**config.mk**
```make
export PLATFORM = sky130hd
export DESIGN_NAME = cordic_sequencer
export DESIGN_NICKNAME = d
export VERILOG_FILES = /design/src/rtl/cordic_sequencer.sv
export SDC_FILE = /design/constraint.sdc
export NUM_CORES = 1
export LEC_CHECK = 0
export CORE_MARGIN = 4
export CORE_UTILIZATION = 42
export DETAILED_ROUTE_END_ITERATION = 12
export HOLD_SLACK_MARGIN = 0.06
export PLACE_DENSITY = 0.87
export SYNTH_ARGS = -nofsm -noshare
export SYNTH_HDL_FRONTEND = slang
export SYNTH_SLANG_ARGS = --single-unit
export TNS_END_PERCENT = 5
```
**constraint.sdc**
```tcl
create_clock -name clk -period 4.3 [get_ports clk]
set_input_delay 0.86 -clock clk [delete_from_list [all_inputs] [get_ports clk]]
set_output_delay 0.86 -clock clk [all_outputs]
set_load 0.01 [all_outputs]
```
**src/rtl/cordic_sequencer.sv**
```systemverilog
// Iterative rotation-mode controller for a single-iteration CORDIC stage:
// loads x=K, y=0, z=angle, runs N_ITERATIONS passes and returns cos/sin.
//
// state | meaning
// IDLE  | waiting for an angle, ready_o high
// RUN   | one stage pass per cycle, state registers fed back from next_*_i
// DONE  | result held on cos_o/sin_o with valid_o high until ready_i
module cordic_sequencer #(
    parameter int WORD_LENGTH  = 21,
    parameter int FRAC_BITS    = 19,
    parameter int N_ITERATIONS = 17
) (
    input  logic                          clk,
    input  logic                          rst,
    input  logic signed [WORD_LENGTH-1:0] angle_i,
    input  logic                          valid_i,
    output logic                          ready_o,
    output logic signed [WORD_LENGTH-1:0] cos_o,
    output logic signed [WORD_LENGTH-1:0] sin_o,
    output logic                          valid_o,
    input  logic                          ready_i,
    output logic signed [WORD_LENGTH-1:0] x_o,
    output logic signed [WORD_LENGTH-1:0] y_o,
    output logic signed [WORD_LENGTH-1:0] z_o,
    output logic signed [WORD_LENGTH-1:0] alpha_o,
    output logic        [4:0]             iteration_o,
    input  logic signed [WORD_LENGTH-1:0] next_x_i,
    input  logic signed [WORD_LENGTH-1:0] next_y_i,
    input  logic signed [WORD_LENGTH-1:0] next_z_i
);

    typedef enum logic [1:0] {IDLE, RUN, DONE} state_t;

    // Constants are tabulated in Q.19 and rescaled (with rounding) to FRAC_BITS.
    function automatic logic signed [WORD_LENGTH-1:0] scale_q19(input int value);
        longint tmp;
        int     sh_up;
        int     sh_dn;
        sh_up = (FRAC_BITS >= 19) ? FRAC_BITS - 19 : 0;
        sh_dn = (FRAC_BITS < 19) ? 19 - FRAC_BITS : 0;
        tmp   = longint'(value) <<< sh_up;
        if (sh_dn > 0) begin
            tmp = (tmp + (64'sd1 <<< (sh_dn - 1))) >>> sh_dn;
        end
        return tmp[WORD_LENGTH-1:0];
    endfunction

    function automatic int atan_q19(input logic [4:0] idx);
        case (idx)
            5'd0:    return 411775;
            5'd1:    return 243085;
            5'd2:    return 128439;
            5'd3:    return 65198;
            5'd4:    return 32725;
            5'd5:    return 16379;
            5'd6:    return 8191;
            5'd7:    return 4096;
            5'd8:    return 2048;
            5'd9:    return 1024;
            5'd10:   return 512;
            5'd11:   return 256;
            5'd12:   return 128;
            5'd13:   return 64;
            5'd14:   return 32;
            5'd15:   return 16;
            5'd16:   return 8;
            5'd17:   return 4;
            5'd18:   return 2;
            5'd19:   return 1;
            default: return 0;
        endcase
    endfunction

    localparam logic signed [WORD_LENGTH-1:0] K_INIT    = scale_q19(318375);
    localparam logic        [4:0]             LAST_ITER = 5'(N_ITERATIONS - 1);

    state_t                          state;
    logic signed [WORD_LENGTH-1:0]   x_q;
    logic signed [WORD_LENGTH-1:0]   y_q;
    logic signed [WORD_LENGTH-1:0]   z_q;
    logic        [4:0]               iter_q;
    logic                            valid_q;

    always_ff @(posedge clk) begin
        if (!rst) begin
            state   <= IDLE;
            x_q     <= '0;
            y_q     <= '0;
            z_q     <= '0;
            iter_q  <= '0;
            valid_q <= 1'b0;
        end else begin
            case (state)
                IDLE: begin
                    if (valid_i) begin
                        x_q    <= K_INIT;
                        y_q    <= '0;
                        z_q    <= angle_i;
                        iter_q <= '0;
                        state  <= RUN;
                    end
                end
                RUN: begin
                    x_q <= next_x_i;
                    y_q <= next_y_i;
                    z_q <= next_z_i;
                    if (iter_q == LAST_ITER) begin
                        iter_q  <= '0;
                        valid_q <= 1'b1;
                        state   <= DONE;
                    end else begin
                        iter_q <= iter_q + 5'd1;
                    end
                end
                DONE: begin
                    if (ready_i) begin
                        valid_q <= 1'b0;
                        state   <= IDLE;
                    end
                end
                default: state <= IDLE;
            endcase
        end
    end

    // ready_o is held low while reset is asserted even though state is IDLE.
    assign ready_o     = rst && (state == IDLE);
    assign valid_o     = valid_q;
    assign cos_o       = x_q;
    assign sin_o       = y_q;
    assign x_o         = x_q;
    assign y_o         = y_q;
    assign z_o         = z_q;
    assign iteration_o = iter_q;

    always_comb begin
        alpha_o = scale_q19(atan_q19(iter_q));
    end

endmodule

```
Word level (Yosys, flattened, before mapping):

Memories as Yosys holds them, arrays and structs flattened. A register that Yosys moved wholly into a read port is not among the register bits.
Index checks and enable logic that the tools add are counted.

* memory bits (read-only): 608
* output and inout port bits: 133
* bits of input ports: 88
* flip-flop bits (word level): 71
* memories kept: 1

Memories
* (name not given): depth 32, bits a word 19, rd ports 1, clocked after memory_dff 1, wr ports 0, line 49 `case (idx)`

* muxes and demuxes: 18
* add/sub/neg operators: 1
* eq/ne operators: 6
* reductions and logical operators: 7

Operators by type and width (count)
* 21-bit one-hot mux with 2 select lines: 3
* 21-bit two-way mux: 3
* 5-bit two-way mux: 4
* 5-bit one-hot mux with 2 select lines: 1
* 2-bit two-way mux: 3
* 2-bit inequality test, second input constant: 3
* 2-bit one-hot mux with 3 select lines: 1
* 3-bit AND reduction: 2
* 5-bit by 1-bit adder with 5-bit output, second input constant: 1
* 5-bit == test, second input constant: 1
* 2-bit nonzero test: 2
* 2-bit by 1-bit == test with 1-bit output, second input constant: 1
* 2-bit == test, second input constant: 1
* 2-bit zero test: 1
* 1-bit two-way mux: 2
* 1-bit one-hot mux with 2 select lines: 1
* 2-bit AND reduction: 1
* 1-bit logical AND: 1

Depth between registers and ports, before layout:

Gate-level depths: netlist of run 1.

* depth after elaboration: 5
* mapped depth: 11
* gate-level depth less buffers: 11

Worst setup path after synthesis of run 1:

OpenSTA, ideal clock, no wires.

* path type: input-to-reg
* from: input valid_i
* to: register alpha_o[5] (netlist name)
* slack: 2.068 ns
* stages: 9
* buffers on the path: 1
* data arrival time: 2.116 ns
* cells stage by stage: o21bai_4 a22o_1 and2_1 buf_6 ha_1 inv_1 nand3_1 o21ai_1 a22o_1

* cells in the longest elaborated chain, start to end: 4

Ends and longest elaborated chain
* from (decl): line 16 `input logic valid_i,`
* 2-bit inequality test (no source line)
* 2-bit AND reduction (no source line)
* 5-bit two-way mux (no source line) (2 in series)

Every way passes these cells.
A chain may end at the register's enable or synchronous reset.

Final worst setup path of run 1:

* from: input rst
* to: output ready_o

* cells in the longest elaborated chain, start to end: 1

Ends and longest elaborated chain
* from (decl): line 14 `input logic rst,`
* 1-bit logical AND: line 127 `assign ready_o = rst && (state == IDLE);`
* to (decl): line 17 `output logic ready_o,`

Every way passes these cells.

==> results of run 1 <==
final cells by class:
type / count / area [µm²] / share of cell area, %
multi-input cells: 254 / 1590 / 26.37
clock inverters: 6 / 95.09 / 1.577
flip-flops and latches: 90 / 1802 / 29.88
repair buffers: 224 / 2227 / 36.93
clock buffers: 10 / 137.6 / 2.282
well taps: 108 / 135.1 / 2.241
inverters: 11 / 43.79 / 0.7261
placed cells by master (no fill, tap or decap), types with 2 or more instances in the layout:
cell type          n
a311oi_1          21
inv_1              6
o221a_2           12
clkdlybuf4s50_1  218
inv_6              3
o21ai_0            2
o31ai_1            2
and3_1             5
a211oi_1           2
buf_4              6
nand3_1            3
bufinv_16          2
dfxtp_1           90
a21oi_1           11
nand2_1           52
conb_1             2
and2_1             3
nand2_4            2
nor4_2             2
inv_2              4
a22o_1             3
o21ai_1            4
clkbuf_8          10
nor3_1             4
a22oi_1           30
o22ai_1            3
ha_1               6
nor2_1            63
a221oi_1           2
cell families (layout without fill, tap and decap cells):
kind of cell | count (synthesis) | count (layout) | synth area share (%)
AND/OR/NAND/NOR | 143 | 143 | 16.59
AO/OA/AOI/OAI | 101 | 101 | 21.29
flip-flops | 90 | 90 | 46.04
buffers and inverters | 85 | 251 | 13.43
adder cells (fa/ha/maj) | 6 | 6 | 1.918
multiplexers | 2 | 2 | 0.6393
other | 1 | 2 | 0.09582
worst min-delay path: stages, from the launching register on:
cell     delay [ns]
dfxtp_1        0.33
a21oi_1        0.07
nor2_1         0.07
power by group:
part	internal, mW	switching, mW	total, mW
sequential	0.888	0.0339	0.922
combinational	0.247	0.172	0.419
clock	0.351	0.303	0.653
total	1.49	0.508	1.99
registers in the layout, summed over array words and instances, names as in the netlist:
register     flops
cos_o           21
sin_o           21
z_o             21
alpha_o         19
iteration_o      5
state            2
valid_o          1
per-layer routing:
| layer | vias up | global-route usage [%] | part of all wire, % | wire length (µm) |
|---|---|---|---|---|
| met5 | - | 0 | 0 | 0 |
| li1 | 1781 | - | - | - |
| met1 | 1710 | 24.69 | 41 | 4682 |
| met2 | 172 | 36.81 | 51 | 5828 |
| met3 | 13 | 4.624 | 7.0 | 807 |
| met4 | 0 | 7.028 | 1.6 | 183 |
final timing paths:
kind	startpoint	endpoint	slack [ns]	cells past startpoint
min	valid_o	valid_o	0.50	2
max	rst	ready_o	1.32	4
max reg2reg	state[0]	alpha_o[5]	1.69	8
min reg2reg	valid_o	valid_o	0.50	2
==> run_results.csv, run 1 <==
group,metric,value,unit
critical_path,startpoint_type,"input port",
floorplan,io_pins,221,
yosys,ys_seq_elements,90,
sta,rsz0062_at_grt,"no",
final_layout,nNetsFinal,684,
route,viasPerCell,5.229,
global_routing,grt_pass1_vias,3796,
final_layout,syn_to_final_growth,54.09,%
placement,post-place-ws,1.241,ns
floorplan,fp.dieArea,0.01093,mm²
critical_path,worstSetupPathType,"input port to primary output",
clock_tree,h-tree-depth,3,
power_and_ir_drop,power_density,330.7,mW/mm²
sta,period_share,69.39,%
route,final_antenna_net_count,0,
yosys,ys_types,50,
yosys,synthTopCellsByArea,"dfxtp_1, buf_4, nor2_1, a22oi_1, nand2_1",
global_routing,gr-total-overflow,0,
sta,hold_viol_final,0,
floorplan,die_w,104.5,µm
critical_path,crit_top_cell,"clkdlybuf4s50_1",
yosys,synthesis.area,0.003914,mm²
placement,hpwl,8531,µm
clock_tree,cts_root_buffer,"clkbuf_8",
sta,finalMaxSlewViolations,0,
run_status,status,"completed",
yosys,synth_cells,428,
yosys,async_flop_share,0,%
critical_path,cp_cell_sequence,"clkdlybuf4s50_1, inv_2, nor3_1, clkdlybuf4s50_1",
job,drv_cap,0,
yosys,yosysWarnings,0,
yosys,yosys.area.top_type,"dfxtp_1",
sta,clock.fmax,335.1,MHz
floorplan,start_util,44.02,%
yosys,synth-seq-area-share,46.04,%
route,dr.pass1.iters,4,
power_and_ir_drop,power.leakage,2.350,nW
critical_path,critPathCaptureType,"primary output",
clock_tree,cts_tree,"done",
sta,finClkSkew,0.01328,ns
critical_path,crit_fanout,2,
yosys,synth_edf_count,0,
floorplan,rows,34,
sta,finalSetupViolCount,0,
power_and_ir_drop,power,1.994,mW
sta,timing.final.ws_setup,1.316,ns
critical_path,cp_slowest_cell,"clkdlybuf4s50_1",
sta,fin_hold_ws,0.5040,ns
final_layout,final_util,67.83,%
sta,relSlewSlack,61.71,%
clock_tree,clk_pin_slew_worst_paths,0.08,ns
power_and_ir_drop,ir_drop,0.1736,mV
yosys,ys.flop_type,"dfxtp_1",
clock_tree,post_cts_buffers,0,
final_layout,instances_no_fill,703,
critical_path,crit_required,3.44,ns
floorplan,core,0.008891,mm²
global_routing,grt_pass1_wl,18810,µm
yosys,synth_top_area_share,46.04,%
clock_tree,cts.sinks,90,
route,drtIter0Drc,219,
clock_tree,clockBufferDepth,2,
clock_tree,cts_hold_buf,0,
final_layout,fillers,681,
sta,post-route-min-period,2.984,ns
placement,place_congestion,0.9685,
yosys,syn_area_per_cell,9.144,µm²
route,vias,3676,
min_path,hold_path_class,"register to register",
route,drc,0,
critical_path,cpLargestDelayFamily,"buffers and inverters",
sta,worst_pin_slew,0.5743,ns
sta,setup_tns,0,ns
final_layout,antenna_cells,0,
floorplan,die_h,104.5,µm
global_routing,track_usage,20.73,%
global_routing,grt_antenna_before_repair,0,
route,avgRoutedWirePerCell,16.36,µm
critical_path,path_buf_inv,3,
yosys,synth.most_common_cell,"dfxtp_1",
final_layout,final_area,0.006031,mm²
placement,place.port_buffers,218,
global_routing,grt_max_degree,57,
yosys,synth_common_cells,"dfxtp_1, nor2_1, nand2_1",
clock_tree,cts.repair.resized,0,
final_layout,drive_above_1_share,9.244,%
placement,place_inst,687,
route,wl,11500,µm
critical_path,cp.arrival,2.12,ns
placement,placed_cell_area,0.005798,mm²
critical_path,cpPeakStageDelay,0.59,ns
clock_tree,worstSkewPairLatency,0.35,ns
clock_tree,numCtsBuffers,9,
No activity file was read; power rests on OpenSTA's default activity.
==> run 2: changes to the inputs <==
Settings changed: CORE_UTILIZATION 42 to 39, PLACE_DENSITY 0.87 to 0.82.
Clock period 4.3 ns to 2.89 ns, I/O delays scaled along.
==> run 2 against run 1 <==
Effect of this change:
- final area is 0.58% lower
- via count grew 0.52%
- routed wire length grew 4.6%
- sequential power up 49%
- clock skew decreased by 0.0060 ns
- utilization shrank 6.5 points
- largest power group unchanged
- clock-buffer cell count up 1
- setup slack got worse by 0.95 ns
- register-to-register slack got worse by 1.1 ns
- non-clock buffer count grew 2
- cell count up 3.7%
- sequential share of layout area rose by 0.17 points
==> run_results.csv, run 2 (synthesis gave the netlist of run 1 again) <==
group,metric,value,unit
global_routing,grt_max_degree,56,
critical_path,cp.arrival,1.94,ns
floorplan,die_w,108.2,µm
sta,clock.fmax,396.4,MHz
clock_tree,cts.repair.resized,0,
power_and_ir_drop,p_clk_share,26.5,%
power_and_ir_drop,switching_power,0.7287,mW
critical_path,crit_fanout,3,
min_path,whs_path_depth,2,
placement,place.port_buffers,218,
critical_path,reg2regPathDepth,8,
global_routing,grt_pass1_wl,18240,µm
floorplan,fp.dieArea,0.01170,mm²
power_and_ir_drop,p_seq_share,50.4,%
power_and_ir_drop,power.leakage,2.325,nW
power_and_ir_drop,ir_drop,0.1899,mV
critical_path,rr_startpoint,"state[0]",
final_layout,final_area,0.005996,mm²
sta,finalSetupViolCount,0,
clock_tree,clockBufferDepth,2,
critical_path,critPathCaptureType,"primary output",
power_and_ir_drop,power_density,453.9,mW/mm²
clock_tree,clk_pin_slew_worst_paths,0.08,ns
route,viasPerCell,5.069,
sta,setup_tns,0,ns
global_routing,grt_antenna_before_repair,0,
route,wl,12030,µm
route,final_antenna_net_count,0,
sta,post-route-min-period,2.522,ns
sta,hold_viol_final,0,
critical_path,r2r_slack,0.59,ns
placement,hpwl,8969,µm
floorplan,die_h,108.2,µm
sta,finClkSkew,0.007285,ns
global_routing,gr-total-overflow,0,
sta,finalMaxSlewViolations,0,
global_routing,track_usage,19.72,%
power_and_ir_drop,switching_share,26.77,%
final_layout,drive_above_1_share,9.060,%
sta,fin_hold_ws,0.4999,ns
route,avgRoutedWirePerCell,16.50,µm
min_path,hold_path_end,"z_o[10]",
floorplan,rows,36,
final_layout,syn_to_final_growth,53.20,%
power_and_ir_drop,power,2.722,mW
critical_path,crit_required,2.31,ns
floorplan,core,0.009774,mm²
clock_tree,worstSkewPairLatency,0.35,ns
sta,relSlewSlack,62.62,%
clock_tree,cts.sinks,90,
placement,place_congestion,0.8900,
route,vias,3695,
clock_tree,cts_root_buffer,"clkbuf_8",
floorplan,io_pins,221,
run_status,status,"completed",
sta,worst_pin_slew,0.5607,ns
critical_path,r2r_end,"alpha_o[5]",
critical_path,worstSetupPathType,"input port to primary output",
final_layout,nNetsFinal,686,
power_and_ir_drop,combPwrFrac,23.1,%
final_layout,layout_common_cells,"clkdlybuf4s50_1, dfxtp_1, nor2_1",
final_layout,instances_no_fill,729,
clock_tree,numCtsBuffers,9,
clock_tree,post_cts_buffers,0,
job,drv_cap,0,
clock_tree,cts_hold_buf,0,
sta,timing.final.ws_setup,0.3676,ns
placement,place_inst,714,
min_path,hp-start,"z_o[10]",
min_path,hold_path_class,"register to register",
final_layout,final_common_cell,"clkdlybuf4s50_1",
global_routing,grt_pass1_vias,3614,
final_layout,antenna_cells,0,
placement,placed_cell_area,0.005844,mm²
critical_path,startpoint_type,"input port",
route,dr.pass1.iters,4,
route,drc,0,
final_layout,final_util,61.34,%
floorplan,start_util,40.04,%
sta,period_share,87.28,%
sta,rsz0062_at_grt,"no",
placement,post-place-ws,0.2959,ns
power_and_ir_drop,internal_power,1.993,mW
route,drtIter0Drc,290,
clock_tree,cts_tree,"done",
clock_tree,h-tree-depth,3,
[run 2: changes by cell type in the layout (fill, tap and decap cells not counted)]
cell,delta
clkbuf_1,+2
clkbuf_8,-1
inv_6,-3
bufinv_16,-2
clkinv_4,-1
clkinv_2,+4
buf_4,+2
[run 2: worst max-delay path by stage]
| stage | startpoint | to | slack [ns] | cells after the start |
|---|---|---|---|---|
| after floorplan | iteration_o[0] | alpha_o[5] | 0.80 | 10 |
| after global placement | valid_i | alpha_o[5] | 0.33 | 9 |
| after detailed placement | valid_i | alpha_o[5] | 0.30 | 9 |
| after CTS | rst | ready_o | 0.33 | 4 |
| after global routing | rst | ready_o | 0.27 | 4 |
| final | rst | ready_o | 0.37 | 4 |
[run 2: final cells by class]
| cell class | count | area (µm²) |
|---|---|---|
| fillers | 852 | 3779 |
| repair buffers | 226 | 2242 |
| flip-flops and latches | 90 | 1802 |
| multi-input cells | 254 | 1590 |
| well taps | 133 | 166.4 |
| clock buffers | 11 | 131.4 |
| inverters | 11 | 43.79 |
| clock inverters | 4 | 20.02 |
[run 2: power by group through the flow]
stage / logic, mW / clock network (mW) / registers (mW)
detailed placement: 0.631 / 0 / 1.40
global placement: 0.620 / 0 / 1.40
floorplan: 0.255 / 0 / 1.43
finish: 0.629 / 0.722 / 1.37
CTS: 0.634 / 0.745 / 1.37
global route: 0.675 / 0.795 / 1.38
[run 2: critical path: stages]
cell	delay [ns]
clkdlybuf4s50_1	0.51
inv_2	0.05
nor3_1	0.19
clkdlybuf4s50_1	0.61
[run 2: metal layers]
layer	up-vias	global-route usage, %	part of all wire (%)
met5	-	0	0
met4	0	7.304	1.4
met3	10	4.716	8.2
met2	153	33.70	50
met1	1747	24.10	41
li1	1785	-	-
